File: src/rtl/simon_96144_loader_if.sv
// Host/core-facing bundle for the SIMON 96/144 frame loader.
// The master side drives host bytes and core acceptance; the slave side is the loader.
interface simon_96144_loader_if #(
  parameter int N = 48,
  parameter int M = 3
);
  logic [7:0]     byteIn;
  logic           byteValid;
  logic           byteReady;
  logic           newKey;
  logic           newData;
  logic           loadKey;
  logic           loadData;
  logic [M*N-1:0] KEY;
  logic [2*N-1:0] blockIN;
  logic           enc_dec;
  logic           err;

  modport master (
    output byteIn, byteValid, loadKey, loadData,
    input  byteReady, newKey, newData, KEY, blockIN, enc_dec, err
  );

  modport slave (
    input  byteIn, byteValid, loadKey, loadData,
    output byteReady, newKey, newData, KEY, blockIN, enc_dec, err
  );
endinterface

File: src/rtl/simon_96144_loader.sv
// Byte-serial frame loader for a SIMON 96/144 core: header byte selects key or data, payload is MSB first.
// Optional idle-byte timeout abort is enabled with `define SIMON_LOADER_TIMEOUT_EN.
module simon_96144_loader #(
  parameter int N  = 48,
  parameter int M  = 3,
  parameter int TO = 255
) (
  input  logic                        clk,
  input  logic                        R,
  simon_96144_loader_if.slave         bus,
  output logic [2:0]                  dbg_state
);
  // Handshake: a byte moves only on a rising edge where byteValid and byteReady are
  // both high; loadKey/loadData are single-edge acceptances honoured only in the matching WAIT state.
  localparam int KEY_W      = M * N;
  localparam int BLK_W      = 2 * N;
  localparam int KEY_BYTES  = KEY_W / 8;
  localparam int DATA_BYTES = BLK_W / 8;
  localparam int CNT_W      = $clog2(KEY_BYTES + 1);

  typedef enum logic [2:0] {
    IDLE      = 3'd0,
    FILL_KEY  = 3'd1,
    FILL_DATA = 3'd2,
    WAIT_KEY  = 3'd3,
    WAIT_DATA = 3'd4
  } state_t;

  state_t             state_q, state_d;
  logic [CNT_W-1:0]   cnt_q, cnt_d;
  logic [KEY_W-1:0]   key_q, key_d;
  logic [BLK_W-1:0]   blk_q, blk_d;
  logic               enc_dec_q, enc_dec_d;
  logic               new_key_q, new_key_d;
  logic               new_data_q, new_data_d;
  logic               xfer;

`ifdef SIMON_LOADER_TIMEOUT_EN
  localparam int TO_W = $clog2(TO + 1);
  logic [TO_W-1:0]    to_q, to_d;
  logic               err_q, err_d;
`endif

  // Ready is forced low while reset is held so no byte can be claimed during R.
  assign bus.byteReady = !R && (state_q == IDLE || state_q == FILL_KEY || state_q == FILL_DATA);
  assign xfer          = bus.byteValid && bus.byteReady;

  always_comb begin
    state_d   = state_q;
    cnt_d     = cnt_q;
    key_d     = key_q;
    blk_d     = blk_q;
    enc_dec_d = enc_dec_q;
    case (state_q)
      IDLE: begin
        if (xfer) begin
          cnt_d = '0;
          if (bus.byteIn[0]) begin
            state_d = FILL_KEY;
          end else begin
            state_d   = FILL_DATA;
            enc_dec_d = bus.byteIn[1];
          end
        end
      end
      FILL_KEY: begin
        if (xfer) begin
          key_d = {key_q[KEY_W-9:0], bus.byteIn};
          if (cnt_q == CNT_W'(KEY_BYTES - 1)) begin
            state_d = WAIT_KEY;
            cnt_d   = '0;
          end else begin
            cnt_d = cnt_q + CNT_W'(1);
          end
        end
      end
      FILL_DATA: begin
        if (xfer) begin
          blk_d = {blk_q[BLK_W-9:0], bus.byteIn};
          if (cnt_q == CNT_W'(DATA_BYTES - 1)) begin
            state_d = WAIT_DATA;
            cnt_d   = '0;
          end else begin
            cnt_d = cnt_q + CNT_W'(1);
          end
        end
      end
      WAIT_KEY:  if (bus.loadKey)  state_d = IDLE;
      WAIT_DATA: if (bus.loadData) state_d = IDLE;
      default:   state_d = IDLE;
    endcase

`ifdef SIMON_LOADER_TIMEOUT_EN
    // Count consecutive idle cycles while filling; the TO-th one aborts the frame.
    to_d  = '0;
    err_d = 1'b0;
    if ((state_q == FILL_KEY || state_q == FILL_DATA) && !xfer) begin
      if (to_q == TO_W'(TO - 1)) begin
        err_d   = 1'b1;
        state_d = IDLE;
        cnt_d   = '0;
      end else begin
        to_d = to_q + TO_W'(1);
      end
    end
`endif

    new_key_d  = (state_d == WAIT_KEY);
    new_data_d = (state_d == WAIT_DATA);
  end

  always_ff @(posedge clk or posedge R) begin
    if (R) begin
      state_q    <= IDLE;
      cnt_q      <= '0;
      key_q      <= '0;
      blk_q      <= '0;
      enc_dec_q  <= 1'b0;
      new_key_q  <= 1'b0;
      new_data_q <= 1'b0;
`ifdef SIMON_LOADER_TIMEOUT_EN
      to_q       <= '0;
      err_q      <= 1'b0;
`endif
    end else begin
      state_q    <= state_d;
      cnt_q      <= cnt_d;
      key_q      <= key_d;
      blk_q      <= blk_d;
      enc_dec_q  <= enc_dec_d;
      new_key_q  <= new_key_d;
      new_data_q <= new_data_d;
`ifdef SIMON_LOADER_TIMEOUT_EN
      to_q       <= to_d;
      err_q      <= err_d;
`endif
    end
  end

  assign bus.newKey  = new_key_q;
  assign bus.newData = new_data_q;
  assign bus.KEY     = key_q;
  assign bus.blockIN = blk_q;
  assign bus.enc_dec = enc_dec_q;
  assign dbg_state   = state_q;

`ifdef SIMON_LOADER_TIMEOUT_EN
  assign bus.err = err_q;
`else
  assign bus.err = 1'b0;
`endif
endmodule

File: src/flat_wrapper.sv
// flat-port wrapper written by rule: the top's interface ports become plain ports
module simon_96144_loader_flat 
#(
  parameter int N  = 48,
  parameter int M  = 3,
  parameter int TO = 255
)
  (clk, R, dbg_state, bus_byteIn, bus_byteValid, bus_loadKey, bus_loadData, bus_byteReady, bus_newKey, bus_newData, bus_KEY, bus_blockIN, bus_enc_dec, bus_err);
  simon_96144_loader_if #(.N(N), .M(M)) bus_i ();
  input  logic clk;
  input  logic R;
  output logic [2:0] dbg_state;
  input wire logic [$bits(bus_i.byteIn)-1:0] bus_byteIn;
  input wire logic [$bits(bus_i.byteValid)-1:0] bus_byteValid;
  input wire logic [$bits(bus_i.loadKey)-1:0] bus_loadKey;
  input wire logic [$bits(bus_i.loadData)-1:0] bus_loadData;
  output wire logic [$bits(bus_i.byteReady)-1:0] bus_byteReady;
  output wire logic [$bits(bus_i.newKey)-1:0] bus_newKey;
  output wire logic [$bits(bus_i.newData)-1:0] bus_newData;
  output wire logic [$bits(bus_i.KEY)-1:0] bus_KEY;
  output wire logic [$bits(bus_i.blockIN)-1:0] bus_blockIN;
  output wire logic [$bits(bus_i.enc_dec)-1:0] bus_enc_dec;
  output wire logic [$bits(bus_i.err)-1:0] bus_err;
  assign bus_i.byteIn = bus_byteIn;
  assign bus_i.byteValid = bus_byteValid;
  assign bus_i.loadKey = bus_loadKey;
  assign bus_i.loadData = bus_loadData;
  assign bus_byteReady = bus_i.byteReady;
  assign bus_newKey = bus_i.newKey;
  assign bus_newData = bus_i.newData;
  assign bus_KEY = bus_i.KEY;
  assign bus_blockIN = bus_i.blockIN;
  assign bus_enc_dec = bus_i.enc_dec;
  assign bus_err = bus_i.err;
  simon_96144_loader #(.N(N), .M(M), .TO(TO)) u_core (.clk(clk), .R(R), .bus(bus_i), .dbg_state(dbg_state));
endmodule
File: config.mk
export PLATFORM = sky130hd
export DESIGN_NAME = simon_96144_loader_flat
export DESIGN_NICKNAME = d
export VERILOG_FILES = /design/src/rtl/simon_96144_loader_if.sv /design/src/rtl/simon_96144_loader.sv /design/src/flat_wrapper.sv
export SDC_FILE = /design/constraint.sdc
export NUM_CORES = 1
export LEC_CHECK = 0
export ABC_AREA = 1
export CORE_MARGIN = 4
export CORE_UTILIZATION = 41
export CTS_CLUSTER_SIZE = 24
export DETAILED_ROUTE_END_ITERATION = 10
export PLACE_DENSITY_LB_ADDON = 0.05
export SYNTH_ARGS = -nofsm -noshare
export SYNTH_HDL_FRONTEND = slang
export SYNTH_SLANG_ARGS = --single-unit
File: constraint.sdc
create_clock -name clk -period 8.6 [get_ports clk]
set_clock_uncertainty 0.1 [all_clocks]
set_input_delay 1.29 -clock clk [delete_from_list [all_inputs] [get_ports clk]]
set_output_delay 1.29 -clock clk [all_outputs]
set_load 0.01 [all_outputs]
Word level (Yosys, flattened, before mapping). Cells that the tools add are included.

Muxes and demuxes: 15. Bitwise operators: 1. Reductions and logical operators: 11. Equal/unequal tests: 11. $add $sub $neg: 1.

Operators with widths (count): $mux 5 (5); $mux 3 (7); $pmux 3 s5 (1); $pmux 5 s3 (1); $eq 3x2->1 const B (3); $eq 3x3->1 const B (2); $ne 2x1->1 const B (3); $add 5x1->5 const B (1); $eq 5x4->1 const B (1); $eq 5x5->1 const B (1); $reduce_and 2->1 (2); $reduce_and 4->1 (1); $eq 3x1->1 const B (1); $logic_not 3->1 (1); $reduce_and 3->1 (1); $reduce_bool 3->1 (1); $logic_and 1x1->1 (2); $logic_or 1x1->1 (2); $mux 2 (1); $logic_not 1->1 (1); $not 1->1 (1).

Output and inout bits: 248. Register bits after elaboration: 251. Logic and storage cells: 46. Bits of input ports: 13.

Logic depth before layout (Yosys ltp).
Depth after elaboration: 8. Mapped depth: 9. Depth with buffers taken out: 9.

Worst setup path after synthesis. OpenSTA, ideal clock, no wires.

Path type: input -> output. Start: input port R. End: output port bus_byteReady. Setup slack: 5.650 ns. Path buffers: 0. Cell stages on the path: 3. Required time: 7.210 ns. Arrival: 1.560 ns. Cell sequence: nor2_1 nand2_1 inv_1.

Cells in the longest elaborated chain, start to end: 2.

Ends and longest elaborated chain: start, declared (RTL line flat_wrapper.sv:11) `input logic R;`; $logic_not 1->1 (no source line); $logic_and 1x1->1 (RTL line simon_96144_loader.sv:45) `assign bus.byteReady = !R && (state_q == IDLE || state_q == FILL_KEY || state_q == FILL_DATA);`; end, declared (RTL line flat_wrapper.sv:17) `output wire logic [$bits(bus_i.byteReady)-1:0] bus_byteReady;`.

Every way passes these cells.

Final worst setup path.
Start: input port R. End: register u_core.key_q[62] (netlist: u_core.bus.KEY[62]).

Cells in the longest elaborated chain, start to end: 4.

Ends and longest elaborated chain: $logic_not 1->1 (no source line); $logic_and 1x1->1 (RTL line simon_96144_loader.sv:45); $logic_and 1x1->1 (RTL line simon_96144_loader.sv:46) `assign xfer = bus.byteValid && bus.byteReady;`; $reduce_and 2->1 (no source line); end signal, assigned (RTL line simon_96144_loader.sv:128) `key_q <= key_d;`; end, declared (RTL line simon_96144_loader.sv:31) `logic [KEY_W-1:0] key_q, key_d;`.

Every way passes these cells. A chain may end at the register's enable or synchronous reset.

==> insert_results.sql <==
INSERT INTO impl_metrics (metric_group, metric, value, unit) VALUES
('outcome', 'run_status', 'finished, final reports clean', ''),
('place', 'gp_routability_congestion', '0.752', ''),
('route', 'initial_drc_count', '571', ''),
('route', 'postRouteWirelength', '26500', 'um'),
('global_route', 'first_pass_grt_wire_length', '42700', 'um'),
('clock_tree', 'cts.hold.buffers_added', '0', ''),
('power_and_ir_drop', 'vdd.ir_drop.worst', '0.193', 'mV'),
('clock_tree', 'cts_max_level', '1', ''),
('critical_path', 'start_kind', 'input pin', ''),
('critical_path', 'worst-setup-path-type', 'in -> reg', ''),
('yosys', 'synth.distinct_cells', '22', ''),
('final_layout', 'fillers', '2239', ''),
('hold_path', 'timing.hold.worst_path_depth', '2', ''),
('critical_path', 'timing.critical_path.from', 'R', ''),
('sta', 'post-route-min-period', '4.37', 'ns'),
('die', 'fp.dieArea', '0.0271', 'mm^2'),
('clock_tree', 'cts.reportedPaths.clkPinSlew', '0.06', 'ns'),
('clock_tree', 'clock_path_buffers', '3', ''),
('yosys', 'synth.cells.most_frequent', 'nand2_1 (485), dfrtp_1 (251), o21ai_0 (138)', ''),
('yosys', 'ys_async_sr_fraction', '100', '%'),
('clock_tree', 'clk-insertion-delay-late', '0.53', 'ns'),
('global_route', 'groute.layer.met1.usage', '26.6', '%'),
('critical_path', 'minimum_setup_slack_among_reg_to_reg_paths', '5.06', 'ns'),
('yosys', 'post_synth.cell_area_avg', '8.92', 'um^2'),
('route', 'count_of_vias_placed_by_the_detailed_router', '8148', ''),
('sta', 'unrepaired_setup_endpoints_after_global_routing', 'no', ''),
('die', 'io_pins', '261', ''),
('sta', 'hold_slack', '0.367', 'ns'),
('clock_tree', 'cts_sinks', '251', ''),
('critical_path', 'r2r.worst_path.cells', '5', ''),
('critical_path', 'critical_path.reg2reg.endpoint', 'u_core.bus.KEY[62]', ''),
('sta', 'peak_clock_frequency_supported_by_timing', '229', 'MHz'),
('die', 'floorplan.die.height', '164', 'um'),
('sta', 'timing.final.hold_violations', '0', ''),
('sta', 'worst_slew_pin_slew', '1.09', 'ns'),
('yosys', 'post-synth-top-area-fraction', '62.6', '%'),
('sta', 'setup_viol_count_final', '0', ''),
('global_route', 'track_usage', '19.2', '%'),
('critical_path', 'crit_path_max_incr_delay', '0.87', 'ns'),
('critical_path', 'critical_path.reg2reg.startpoint', 'u_core.dbg_state[0]', ''),
('route', 'routed_len_inst', '15.7', 'um'),
('die', 'effective_utilization_at_floorplan', '41.5', '%'),
('critical_path', 'worstPathMaxFanout', '101', ''),
('route', 'drt-vias-per-instance', '4.82', ''),
('final_layout', 'post_route_cells_drive_above_1_share', '4.54', '%'),
('die', 'die_w', '164', 'um'),
('critical_path', 'critPathRequiredTime', '8.87', 'ns'),
('global_route', 'grt.busiest_layer', 'met2', ''),
('yosys', 'synth_enable_flop_cells', '0', ''),
('flow_run', 'max_capacitance_violation_count', '0', ''),
('critical_path', 'cp_data_arrival_time', '4.64', 'ns'),
('yosys', 'netlist_top_cells_area', 'dfrtp_1 (63%), nand2_1 (18%), o21ai_0 (6.9%), nand3_1 (5.0%), clkbuf_1 (1.3%)', ''),
('power_and_ir_drop', 'power_leakage', '0.00693', 'uW'),
('critical_path', 'path_cells', 'clkdlybuf4s50_1 -> nor2_1 -> nand3_4 -> nor2_8 -> buf_4 -> o21ai_0', ''),
('global_route', 'grt_max_degree', '140', ''),
('critical_path', 'crit_path_top_delay_cell', 'nor2_8', ''),
('sta', 'timing.final.crit_share', '50.8', '%'),
('final_layout', 'area_growth_syn_to_layout', '36.7', '%'),
('clock_tree', 'ctsRootBufferMaster', 'clkbuf_16', ''),
('die', 'core_area', '0.0242', 'mm^2'),
('yosys', 'netlist.top_cell.by_area', 'dfrtp_1', ''),
('global_route', 'grt_util_met3', '5.86', '%'),
('place', 'port_buffers', '259', ''),
('yosys', 'ys.flop_type', 'dfrtp_1', ''),
('global_route', 'antenna_violations_before_repair', '0', ''),
('clock_tree', 'cts_setup_buffers', '0', ''),
('yosys', 'synth_area', '0.0100', 'mm^2'),
('hold_path', 'hold_path_startpoint', 'u_core.bus.blockIN[89]', ''),
('yosys', 'synthesis.yosys.warnings', '0', ''),
('power_and_ir_drop', 'power.density', '311', 'mW/mm^2'),
('sta', 'fin_tns_setup', '0', 'ns');
-- state kept, by name, indices dropped and copies added (netlist names) --
name                count
u_core.bus.newData      1
u_core.bus.enc_dec      1
u_core.bus.blockIN     96
u_core.dbg_state        3
u_core.bus.KEY        144
u_core.cnt_q            5
u_core.bus.newKey       1
-- cells in the final DEF, fill, tap and decap left out --
| cell type | netlist | routed |
|---|---|---|
| nand2_1 | 485 | 484 |
| clkdlybuf4s50_1 | 0 | 259 |
| dfrtp_1 | 251 | 251 |
| o21ai_0 | 138 | 138 |
| nand3_1 | 101 | 100 |
| clkbuf_16 | 0 | 29 |
| nor2_1 | 28 | 28 |
| inv_1 | 20 | 19 |
| a21oi_1 | 12 | 12 |
| buf_4 | 2 | 8 |
| clkbuf_1 | 36 | 6 |
| clkinv_2 | 0 | 6 |
| bufinv_16 | 0 | 5 |
| clkbuf_8 | 0 | 3 |
| inv_2 | 2 | 2 |
| nand3_4 | 0 | 2 |
| o21bai_1 | 2 | 2 |
| ha_1 | 2 | 2 |
| nor2_8 | 1 | 1 |
| nor2_4 | 0 | 1 |
| nand2_2 | 0 | 1 |
| or2_2 | 1 | 1 |
| nor3_1 | 1 | 1 |
| nand4_1 | 1 | 1 |
| inv_8 | 0 | 1 |
| conb_1 | 1 | 1 |
| clkinv_4 | 0 | 1 |
| clkinvlp_4 | 0 | 1 |
-- power by group --
group / internal [uW] / leakage [uW] / switching, uW / total (uW)
combinational: 610 / 0.00304 / 682 / 1290
sequential: 1470 / 0.00340 / 238 / 1710
clock: 791 / 0.000484 / 471 / 1260
total: 2870 / 0.00693 / 1390 / 4260
-- logic make-up (layout without fill, tap and decap cells) --
| family | count (synthesis) | after routing | synth area share, % |
|---|---|---|---|
| compound gates | 152 | 152 | 7.63 |
| fa+ha+maj | 2 | 2 | 0.249 |
| buf+inv | 99 | 340 | 4.77 |
| flops | 251 | 251 | 62.6 |
| other cells | 1 | 1 | 0.0374 |
| simple gates | 620 | 620 | 24.8 |
-- metal layers --
metal  wire length, um  vias up  share of wire [%]
met5                 0        -                  0
met4               467        0                1.8
met3              2210       34                8.3
met2             12400      230                 47
met1             11400     3846                 43
li1                  -     4038                  -
-- worst max path at each step --
| stage | end | slack (ns) | cells after the start |
|---|---|---|---|
| 6_report | u_core.bus.KEY[62] | 4.23 | 6 |
| 5_1_grt | u_core.bus.KEY[67] | 3.95 | 7 |
| 4_1_cts | u_core.bus.KEY[62] | 4.25 | 6 |
| 3_5_place_dp | u_core.bus.KEY[64] | 3.67 | 6 |
| 3_3_place_gp | u_core.bus.KEY[60] | 3.72 | 6 |
| 2_1_floorplan | u_core.bus.KEY[0] | 0.31 | 1 |
-- worst max-delay path, delay by kind of cell --
kind                   cells  cell delay [ns]
AO/OA/AOI/OAI              1             0.20
buffers and inverters      2             1.36
AND/OR/NAND/NOR            3             1.67
-- per-stage QoR --
stage               instance area, um^2  utilization [%]  setup slack, ns  total power [uW]  cells
global placement                  12700             52.7             3.72              3030   1639
finish                            13700             56.8             4.23              4260   1690
global route                      13700             56.8             3.95              4530   1690
floorplan                         10000                -            0.310              2270   1125
CTS                               13700             56.8             4.25              4330   1690
detailed placement                12700             52.7             3.67              3040   1639
-- layout make-up --
| class | instances | area [um^2] | area share (%) |
|---|---|---|---|
| tap | 324 | 405 | 2.95 |
| multi-input combinational | 775 | 3310 | 24.1 |
| clock inverter | 13 | 196 | 1.43 |
| inverter | 22 | 90.1 | 0.657 |
| sequential | 251 | 6280 | 45.8 |
| clock buffer | 38 | 790 | 5.75 |
| timing repair buffer | 267 | 2650 | 19.3 |
No activity file was read; power rests on OpenSTA's default activity.
==> edit (same flow settings) <==
One comparison of `cnt_q` changes from == to >=.
--- a/src/rtl/simon_96144_loader.sv
+++ b/src/rtl/simon_96144_loader.sv
@@ -66,7 +66,7 @@
       FILL_KEY: begin
         if (xfer) begin
           key_d = {key_q[KEY_W-9:0], bus.byteIn};
-          if (cnt_q == CNT_W'(KEY_BYTES - 1)) begin
+          if (cnt_q >= CNT_W'(KEY_BYTES - 1)) begin
             state_d = WAIT_KEY;
             cnt_d   = '0;
           end else begin
Check against the original RTL: same outputs for any inputs over 4 cycles, from zero or initial values; that may be too few to reach the edited logic, so the function may still have changed.
==> edit against the original RTL <==
  * Routed wire length fell by 3.8%
  * Design area fell by 2.5%
  * Register-to-register slack improved by 0.16 ns
  * Non-clock buffer count fell by 2
  * Maximum frequency rose by 3.8%
  * Synthesized area fell by 2.1%
  * Worst setup slack improved by 0.16 ns
  * Critical endpoint is now u_core.bus.KEY[48]
  * Sequential cell count did not move
  * Total power rose by 12%
==> edit: results (changes against the original RTL) <==
[metrics] number of buffers added on ports: 259 (unchanged)
[metrics] pin count of the biggest net entering global routing: 189 (+35%)
[metrics] insertion delay of the later-clocked pin in the worst-skew pair: 0.53 ns (about the same)
[metrics] library cells used by synthesis: 26 (+18%)
[metrics] depth of the worst register-to-register path: 6 (+1)
[metrics] CP peak stage delay: 0.61 ns (-0.26 ns)
[metrics] maximum fanout along the worst path: 73 (-28%)
[metrics] maximum VDD drop: 0.213 mV (+11%)
[metrics] vias in the first global route: 7458 (-4.1%)
[metrics] number of antenna cells inserted: 0 (unchanged)
[metrics] multiplexer share of the synthesized area: 0 (unchanged)
[metrics] GRT Util Overall: 0.190 (-0.00229)
[metrics] H-tree depth: 1 (unchanged)
[metrics] leakage power: 6.64 nW (-4.1%)
[metrics] post-synthesis share of cell area spent on full adders, half adders and majority gates: 0.00255 (+0.0000533)
[metrics] commonest cells in the netlist: sky130_fd_sc_hd__nand2_1, sky130_fd_sc_hd__dfrtp_1, sky130_fd_sc_hd__o21ai_0
[metrics] number of warnings issued by yosys: 0 (unchanged)
[metrics] vias per cell: 4.77 (-1.1%)
[metrics] first-pass GRT wire length: 41300 um (-3.4%)
[metrics] CTS Root Buffer Type: sky130_fd_sc_hd__clkbuf_16
[metrics] FILL cells: 2166 (-3.3%)
[metrics] worst min-delay path class: reg2reg
[metrics] run status: finished, final reports clean
[metrics] total length of routed wires: 25500 um (-3.8%)
[metrics] most frequently used flop master after synthesis: sky130_fd_sc_hd__dfrtp_1
[metrics] number of antenna violations at the first check in global routing: 2 (+2)
[metrics] layout cell share with drive strength beyond 1: 0.0409 (-0.00449)
[metrics] dpl ws: 3.76 ns (+0.0844 ns)
[metrics] fraction of the yosys area taken by sequential cells: 0.639 (+0.0134)
[metrics] half-perimeter wire length after detailed placement: 16400 um (+1.4%)
[metrics] transition time at the pin with the least slew margin: 1.20 ns (+0.106 ns)
[metrics] number of nets in the finished design: 1297 (-4.6%)
[metrics] arrival time reported for the critical path endpoint: 4.50 ns (-0.14 ns)
[metrics] complex-gate fraction of the synthesized area: 0.123 (+0.0469)
[metrics] post-synthesis xor/xnor area fraction: 0.000891 (+0.000891)
[metrics] RePlAce Congestion: 0.796 (+5.8%)
[metrics] cells taking the most area after synthesis: sky130_fd_sc_hd__dfrtp_1, sky130_fd_sc_hd__nand2_1, sky130_fd_sc_hd__o21ai_0
[metrics] final setup vio count: 0 (unchanged)
[metrics] post-route clock period utilization: 0.490 (-0.0188)
[metrics] CP endpoint: u_core.bus.KEY[48]
[metrics] startpoint of the worst register-to-register path: u_core.dbg_state[0]
[metrics] Net Count, Synth: 1069 (-6.2%)
[metrics] Gates resized, CTS repair: 0 (unchanged)
[metrics] placement-stage cell area: 12500 um2 (-1.7%)
[metrics] reg-to-reg setup timing slack: 5.22 ns (+0.16 ns)
[metrics] 1st-iter DRT viols: 551 (-3.5%)
edit: cell count changes after synthesis, sizes merged, moves of 3 or more:
cell,delta
o21ai,+46
nand2,-153
clkbuf,-5
a21oi,+43
nand3,-86
buf,-5
nor2,+35
inv,+48
nand4,+3
edit: cells by family after synthesis:
group / after synthesis
AOI/OAI and AO/OA: 241
xor gates and xnor gates: 1
adders and majority gates: 2
buffers and inverters: 137
DFF: 251
other: 1
and+or+nand+nor: 421
edit: through the flow:
step                      std cells  power (mW)  hold slack (ns)
after floorplan                1054        2.61            0.407
after global placement         1571        3.67            0.356
after detailed placement       1571        3.70            0.370
after CTS                      1615        4.84            0.385
after global routing           1615        5.09            0.401
final                          1615        4.76            0.381
edit: metal layers:
metal,global-route usage,share of wire
met4,0.0408,0.017
met5,0,0.00086
met1,0.272,0.45
met2,0.289,0.46
met3,0.0577,0.076
edit: worst min-delay path by stage:
stage	startpoint	endpoint	slack, ns	cells past startpoint
global route	u_core.bus.enc_dec	u_core.bus.enc_dec	0.40	2
floorplan	u_core.bus.blockIN[88]	u_core.bus.blockIN[88]	0.41	2
global placement	u_core.bus.blockIN[88]	u_core.bus.blockIN[88]	0.36	2
CTS	u_core.bus.blockIN[88]	u_core.bus.blockIN[88]	0.38	2
detailed placement	u_core.bus.blockIN[88]	u_core.bus.blockIN[88]	0.37	2
finish	u_core.bus.blockIN[88]	u_core.bus.blockIN[88]	0.38	2
edit: final cells by class:
type	count	area, um2	area share
multi-input combinational	666	2930	0.219
timing repair buffer	265	2640	0.197
sequential	251	6280	0.470
tap	319	399	0.0298
clock buffer	43	848	0.0634
clock inverter	1	5.00	0.000374
inverter	70	270	0.0202
edit: critical path, delay by kind of cell:
kind	cells	cell delay [ns]
AOI/OAI and AO/OA	1	0.16
buffers and inverters	3	1.67
and+or+nand+nor	3	1.33
edit: power breakdown:
group	internal, mW	switching, mW	leakage [nW]
clock network	0.667	0.448	0.420
registers	1.60	0.319	3.20
logic	0.883	0.842	3.02
